[src/rtl/pwm_dac.sv]
// pwm_dac: PWM transmitter for an external RC low-pass filter.
//
// Each NBITS-bit sample received on the valid/ready stream sets the PWM
// duty cycle. A sample first sits in a one-entry shadow buffer. It is
// promoted to the target duty only on a period boundary, where the active
// duty steps toward the target. The step size is limited by step_i when
// step_i is nonzero.
//
// Ports:
//   clk_i           clock
//   rst_ni          asynchronous active-low reset
//   enable_i        run the PWM counter; low holds counter at 0, pwm_o low
//   reverse_i       invert PWM polarity while enabled
//   step_i          max change of active duty per period (0 = unlimited)
//   sample_i        new target duty
//   sample_valid_i  sample_i valid
//   sample_ready_o  shadow buffer empty
//   pwm_o           registered PWM output
//   period_o        one-cycle pulse after each period boundary
//   underrun_o      one-cycle pulse after a boundary that found shadow empty
//   settled_o       active duty equals target duty
module pwm_dac #(
  parameter int unsigned          NBITS      = 8,
  parameter logic [NBITS-1:0]     ResetValue = '0
) (
  input  logic             clk_i,
  input  logic             rst_ni,
  input  logic             enable_i,
  input  logic             reverse_i,
  input  logic [NBITS-1:0] step_i,
  input  logic [NBITS-1:0] sample_i,
  input  logic             sample_valid_i,
  output logic             sample_ready_o,
  output logic             pwm_o,
  output logic             period_o,
  output logic             underrun_o,
  output logic             settled_o
);

  localparam logic [NBITS-1:0] CntMax = '1;

  logic [NBITS-1:0] counter_q;
  logic [NBITS-1:0] shadow_q;
  logic [NBITS-1:0] target_q;
  logic [NBITS-1:0] active_q;
  logic             shadow_full_q;
  logic             pwm_q;
  logic             period_q;
  logic             underrun_q;

  logic             boundary;
  logic             accept;
  logic [NBITS-1:0] new_target;
  logic [NBITS-1:0] slew_diff;
  logic [NBITS-1:0] active_d;

  assign sample_ready_o = !shadow_full_q;
  assign accept         = sample_valid_i && !shadow_full_q;
  assign boundary       = enable_i && (counter_q == CntMax);
  assign new_target     = shadow_full_q ? shadow_q : target_q;

  // Slew limiting: when the distance exceeds step_i, move exactly step_i
  // toward the target. This cannot overshoot or wrap because the distance
  // is strictly larger than the step.
  always_comb begin
    slew_diff = (new_target >= active_q) ? (new_target - active_q)
                                         : (active_q - new_target);
    active_d  = new_target;
    if ((step_i != '0) && (slew_diff > step_i)) begin
      active_d = (new_target > active_q) ? (active_q + step_i)
                                         : (active_q - step_i);
    end
  end

  always_ff @(posedge clk_i or negedge rst_ni) begin
    if (!rst_ni) begin
      counter_q <= '0;
    end else if (enable_i) begin
      counter_q <= counter_q + NBITS'(1);
    end else begin
      counter_q <= '0;
    end
  end

  // An accept on the boundary cycle wins over the boundary's clear.
  // The sample is kept for the next boundary, because new_target used the
  // old, empty shadow.
  always_ff @(posedge clk_i or negedge rst_ni) begin
    if (!rst_ni) begin
      shadow_q      <= '0;
      shadow_full_q <= 1'b0;
    end else begin
      if (boundary) begin
        shadow_full_q <= 1'b0;
      end
      if (accept) begin
        shadow_q      <= sample_i;
        shadow_full_q <= 1'b1;
      end
    end
  end

  always_ff @(posedge clk_i or negedge rst_ni) begin
    if (!rst_ni) begin
      target_q <= ResetValue;
      active_q <= ResetValue;
    end else if (boundary) begin
      target_q <= new_target;
      active_q <= active_d;
    end
  end

  always_ff @(posedge clk_i or negedge rst_ni) begin
    if (!rst_ni) begin
      pwm_q      <= 1'b0;
      period_q   <= 1'b0;
      underrun_q <= 1'b0;
    end else begin
      pwm_q      <= enable_i ? ((counter_q < active_q) ^ reverse_i) : 1'b0;
      period_q   <= boundary;
      underrun_q <= boundary && !shadow_full_q;
    end
  end

  assign pwm_o      = pwm_q;
  assign period_o   = period_q;
  assign underrun_o = underrun_q;
  assign settled_o  = (active_q == target_q);

endmodule
[config.mk]
export PLATFORM = sky130hd
export DESIGN_NAME = pwm_dac
export DESIGN_NICKNAME = d
export VERILOG_FILES = /design/src/rtl/pwm_dac.sv
export SDC_FILE = /design/constraint.sdc
export NUM_CORES = 1
export LEC_CHECK = 0
export ABC_AREA = 1
export CAP_MARGIN = 20
export CORE_MARGIN = 2
export CORE_UTILIZATION = 45
export CTS_BUF_LIST = sky130_fd_sc_hd__clkbuf_4
export CTS_CLUSTER_DIAMETER = 200
export DETAILED_ROUTE_END_ITERATION = 6
export PLACE_DENSITY = 0.68
export SYNTH_ARGS = -nofsm -noshare
export SYNTH_HDL_FRONTEND = slang
export SYNTH_SLANG_ARGS = --single-unit
[constraint.sdc]
create_clock -name clk_i -period 8.37 [get_ports clk_i]
set_clock_uncertainty 0.15 [all_clocks]
set_input_delay 1.674 -clock clk_i [delete_from_list [all_inputs] [get_ports clk_i]]
set_output_delay 1.674 -clock clk_i [all_outputs]
set_load 0.03 [all_outputs]
; Word-level counts from Yosys, hierarchy flattened
; Cells that the tools add are included.
[word_totals]
reg_bits = 36
inputBits = 21
elab_cells = 35
[op_classes]
n_bitwise = 1
reduce_logical = 7
magnitude_cmp = 4
n_eq_ne = 2
addsub = 5
muxes = 8
[ops]
columns = operator, count
row1 = two-way mux 8 bit, 5
row2 = subtractor 8 bit, 3
row3 = > comparator 8 bit, 2
row4 = adder 8 x 1 -> 8 bit (second input constant), 1
row5 = adder 8 bit, 1
row6 = == test 8 bit, 1
row7 = == test 8 bit (second input constant), 1
row8 = >= comparator 8 bit, 1
row9 = < comparator 8 bit, 1
row10 = nonzero test 8 bit, 1
row11 = logical AND 1 bit, 4
row12 = two-way mux 1 bit, 3
row13 = nonzero test 2 bit, 1
row14 = zero test 1 bit, 1
row15 = bitwise XOR 1 bit, 1

; Logic depth before layout (Yosys ltp)
[logic_depth]
word_depth = 6
ltp_mapped = 30
mapped_depth_nobuf = 28

; Worst setup path before layout
; Ideal clock, no wire load.
[synth_timing]
kind = reg-to-reg
from = register shadow_full_q
to = register active_q[4]
setup_time_ns = 0.127
slack_ns = 4.685
arrival_ns = 3.408
path_stages_with_launch = 27
required_time_ns = 8.093
path_buffers = 2
path_cell_list = dfrtp_1 > buf_6 > inv_1 > or2_2 > o21ai_0 > ha_1 > inv_1 > fa_1 > nand3_1 > nand2_1 > nand2_2 > nand2_4 > nor2_8 > inv_4 > nand2_1 > nand3b_1 > nand2_1 > inv_1 > ha_1 > nand2_1 > nor3_1 > nor2_1 > nand2_1 > buf_2 > nand2_1 > nand3_1 > o21ai_0
[synth_via]
elab_chain_len = 6
elab_cells_between_ends = 10
cone_classes = add/sub: 2 / order compare: 3 / mux: 4 / reduce/logical: 1
[synth_rtl]
columns = item, line
row1 = start: declaration, 46  ; logic shadow_full_q;
row2 = start signal: assignment, 91  ; shadow_full_q <= 1'b0;
row3 = start signal: assignment, 94  ; shadow_full_q <= 1'b0;
row4 = start signal: assignment, 98  ; shadow_full_q <= 1'b1;
row5 = two-way mux 8 bit (*), 60  ; assign new_target = shadow_full_q ? shadow_q : target_q;
row6 = subtractor 8 bit (tied with other cells), 67  ; : (active_q - new_target);
row7 = two-way mux 8 bit, 66  ; slew_diff = (new_target >= active_q) ? (new_target - active_q)
row8 = > comparator 8 bit, 69  ; if ((step_i != '0) && (slew_diff > step_i)) begin
row9 = logical AND 1 bit, 69
row10 = two-way mux 8 bit (*), 69
row11 = end signal: assignment, 106  ; active_q <= ResetValue;
row12 = end signal: assignment, 109  ; active_q <= active_d;
row13 = end: declaration, 45  ; logic [NBITS-1:0] active_q;
; Mark *: on every way between the ends. The rest lies on a longest branch, timed or not.
; A chain may end at the register's enable or synchronous reset.

; Worst setup path in the final report
[layout_timing]
from = register shadow_full_q
to = register active_q[6]
; The elaborated chain is that of the path after synthesis.

==> run summary <==
The run finished with clean final reports. The most critical setup path has its startpoint at shadow_full_q$_DFFE_PN0P_. The leading cell type in the layout, fill and taps excluded is nand2_1. The maximum clock insertion buffer count is 2. The die width is 90.53 um. The floorplan has 31 rows. The count of buffers from port buffering came out at 25. The highest net fanout along the worst path is 12. The DRC violations left is 0. The tightest min-delay check is of the reg2reg type. The post-synth net total is 493.

The post-cts gate resize count is 0. The clock edge transition at the registers on the reported setup and hold paths is 0.11 ns. The data arrival time at the worst-slack endpoint came out at 4.66 ns. The I/O pin total came out at 26. The clock latency on the worst-skew pair came out at 0.35 ns. The number of distinct standard cells referenced by the synthesized netlist is 40. The clock tree synthesis step divided the H-tree into 2 levels. In the layout the commonest cells are nand2_1 (95), inv_1 (61), ha_1 (39), dfrtp_1 (36), nor2_1 (26). In the final layout, the share of cells above drive strength 1 is 0.1397.

The number of slew-limit violations in the final report came out at 0. The total of max-cap violations came out at 0. The antenna violation net count after detailed routing came out at 0.

The leakage power summed over all cells came out at 1.931 nW. The floorplan step defined a die boundary enclosing 8196 um^2. The largest net degree at the start of global routing came out at 37. The first routing iteration left 143 violations. The number of hold-slack violations in the final timing report is 0. The total of hold buffers inserted after clock tree synthesis came out at 0.

The overall track demand over capacity in global routing is 0.1922. In this run the standard cell core region covers 7253 um^2. The cell area after synthesis came out at 3369 um^2. The number of antenna violations at the first check in global routing came out at 0. For this run, the post-layout net count is 520. The master cell of the clock root buffer is clkbuf_4. The number of warning messages in the yosys log is 0. The source of the worst hold timing path is counter_q[0]$_DFF_PN0_. After global routing the overflow that remains totals 0.

Dividing the detail-routed wire length by the instance count gives 13.42 um. The first-pass iteration count of the detailed router is 4. The final critical-path required period came out at 4.601 ns.

The number of standard cells after synthesis is 430. The fmax is 217.3 MHz. The height of the die is 90.53 um. The routed layout has 2815 vias. Counting instances, the worst hold path has a depth of 1. The total length of routed wires came out at 7477 um.

The routability congestion estimate from global placement came out at 0.8725. The average size of a mapped cell came out at 7.836 um^2. 0 antenna diodes ended up in the layout. For this configuration, the core starts out at a cell density of 0.4646. The clock net sink count came out at 36. The number of global-route vias before repair was 2776.

For the pin with the worst max-slew slack, the measured transition is 0.8222 ns. The number of failing setup endpoints in the final timing report came out at 0. In the final timing run, aggregate negative setup slack is 0 ns. The type of origin of the critical path is a flop. The share of the Yosys chip area taken by registers is 0.2674. The type of the worst setup path is reg2reg.

The relative slew slack came out at 0.4518. The worst-case reg-to-reg path depth came out at 26. STA classifies the critical path endpoint as a flop.

In this run the post-CTS setup repair buffer count came out at 0. The via density per instance is 5.054. The synthesis-to-finish area growth came out at 11.14%. The data required time of the worst path came out at 8.43 ns. The power per cell area came out at 240.9 nW/um^2.

The worst IR drop on VDD came out at 0.1273 mV. The total power draw came out at 0.9023 mW. The number of clock buffers added by TritonCTS is 5. The half-perimeter wire length after detailed placement is 6162 um.

In the finished design, the share of the clock period the worst path needs comes to 0.5497. The synthesized flop and latch total came out at 36. TritonCTS built the clock tree.

The worst register-to-register path begins at shadow_full_q$_DFFE_PN0P_. The global-route wire length before repair came out at 12920 um. Setup repair after global routing left no endpoint under its margin.
[sequential cells by signal (all words and copies together), names as in the netlist]
name / count
pwm_o: 1
shadow_q: 8
active_q: 8
shadow_full_q: 1
counter_q: 8
target_q: 8
underrun_o: 1
period_o: 1
[cell usage after synthesis, drive strengths merged]
library cell / instances / area share
nand4: 7 / 0.013
a21oi: 28 / 0.047
xnor2: 7 / 0.018
fa: 3 / 0.018
dfrtp: 36 / 0.27
nor4: 1 / 0.0019
ha: 39 / 0.14
inv: 67 / 0.075
o211ai: 4 / 0.0089
o21a: 3 / 0.0067
a31oi: 1 / 0.0019
nor2: 30 / 0.046
nand2: 103 / 0.12
o22ai: 3 / 0.0056
or2: 10 / 0.019
mux2: 8 / 0.027
a21o: 1 / 0.0022
nand3: 18 / 0.032
nand3b: 1 / 0.0022
xor2: 17 / 0.044
buf: 5 / 0.015
nor3: 5 / 0.014
o21ai: 33 / 0.067
[routing by layer]
layer	routed length (um)	up-vias	part of all wire	GRT usage
met1	3571	1299	0.48	0.2573
met3	201	11	0.027	0.01920
met5	0	-	0	0
met2	3607	50	0.48	0.3352
met4	96	0	0.013	0.04359
li1	-	1455	-	-
[area by class of cell]
class	count	area [um^2]
flip-flops and latches	36	900.9
clock buffers	6	45.04
inverters	67	254.0
clock inverters	2	11.26
multi-input cells	322	2165
repair buffers	25	245.2
fillers	708	3508
well taps	99	123.9
[per-stage QoR]
step / hold slack (ns) / worst slack [ns] / util / instance area, um^2 / cells
after floorplan: 0.2996 / 4.685 / - / 3369 / 430
after global placement: 0.3239 / 4.005 / 0.5085 / 3689 / 549
after detailed placement: 0.3369 / 3.816 / 0.5085 / 3689 / 549
after CTS: 0.3523 / 3.792 / 0.5163 / 3745 / 557
after global routing: 0.3758 / 3.268 / 0.5163 / 3745 / 557
final: 0.3469 / 3.769 / 0.5163 / 3745 / 557
[logic make-up (layout without fill, tap and decap cells)]
family / Yosys count / after routing / synth area share
xor+xnor: 24 / 24 / 0.06238
compound gates: 73 / 73 / 0.1393
mux: 8 / 8 / 0.02674
flops: 36 / 36 / 0.2674
fa+ha+maj: 42 / 42 / 0.1626
simple gates: 175 / 175 / 0.2514
buf+inv: 72 / 100 / 0.09023
[critical path, stage by stage (launching register included)]
cell     delay, ns
dfrtp_1       0.59
inv_1         0.21
or2_2         0.31
o21ai_0       0.20
ha_1          0.29
inv_1         0.07
fa_1          0.43
nand3_1       0.10
nand2_1       0.08
nand2_2       0.09
nand2_4       0.08
nor2_8        0.17
inv_4         0.06
nand2_2       0.06
nand2_2       0.05
xnor2_1       0.15
inv_1         0.06
ha_1          0.29
nand2_1       0.05
o21ai_0       0.16
nand2_1       0.06
nand2_1       0.05
nand2_1       0.23
inv_1         0.22
nand2_1       0.08
nand3_1       0.08
o21ai_0       0.09
[path summary, 6_finish.rpt]
check	endpoint	slack (ns)
setup / recovery	active_q[6]$_DFFE_PN0P_	3.77
hold / removal	counter_q[0]$_DFF_PN0_	0.35
setup reg to reg	active_q[6]$_DFFE_PN0P_	3.77
hold reg to reg	counter_q[0]$_DFF_PN0_	0.35
max in group asynchronous	target_q[1]$_DFFE_PN0P_	6.29
min in group asynchronous	target_q[7]$_DFFE_PN0P_	1.26
[power by group]
part | switching, mW | internal [mW] | leakage (nW) | total (mW)
Combinational | 0.368 | 0.231 | 1.47 | 0.599
Sequential | 0.0156 | 0.194 | 0.432 | 0.209
Clock | 0.0593 | 0.0352 | 0.0293 | 0.0945
Note: power is estimated with default switching activity, not from simulation.
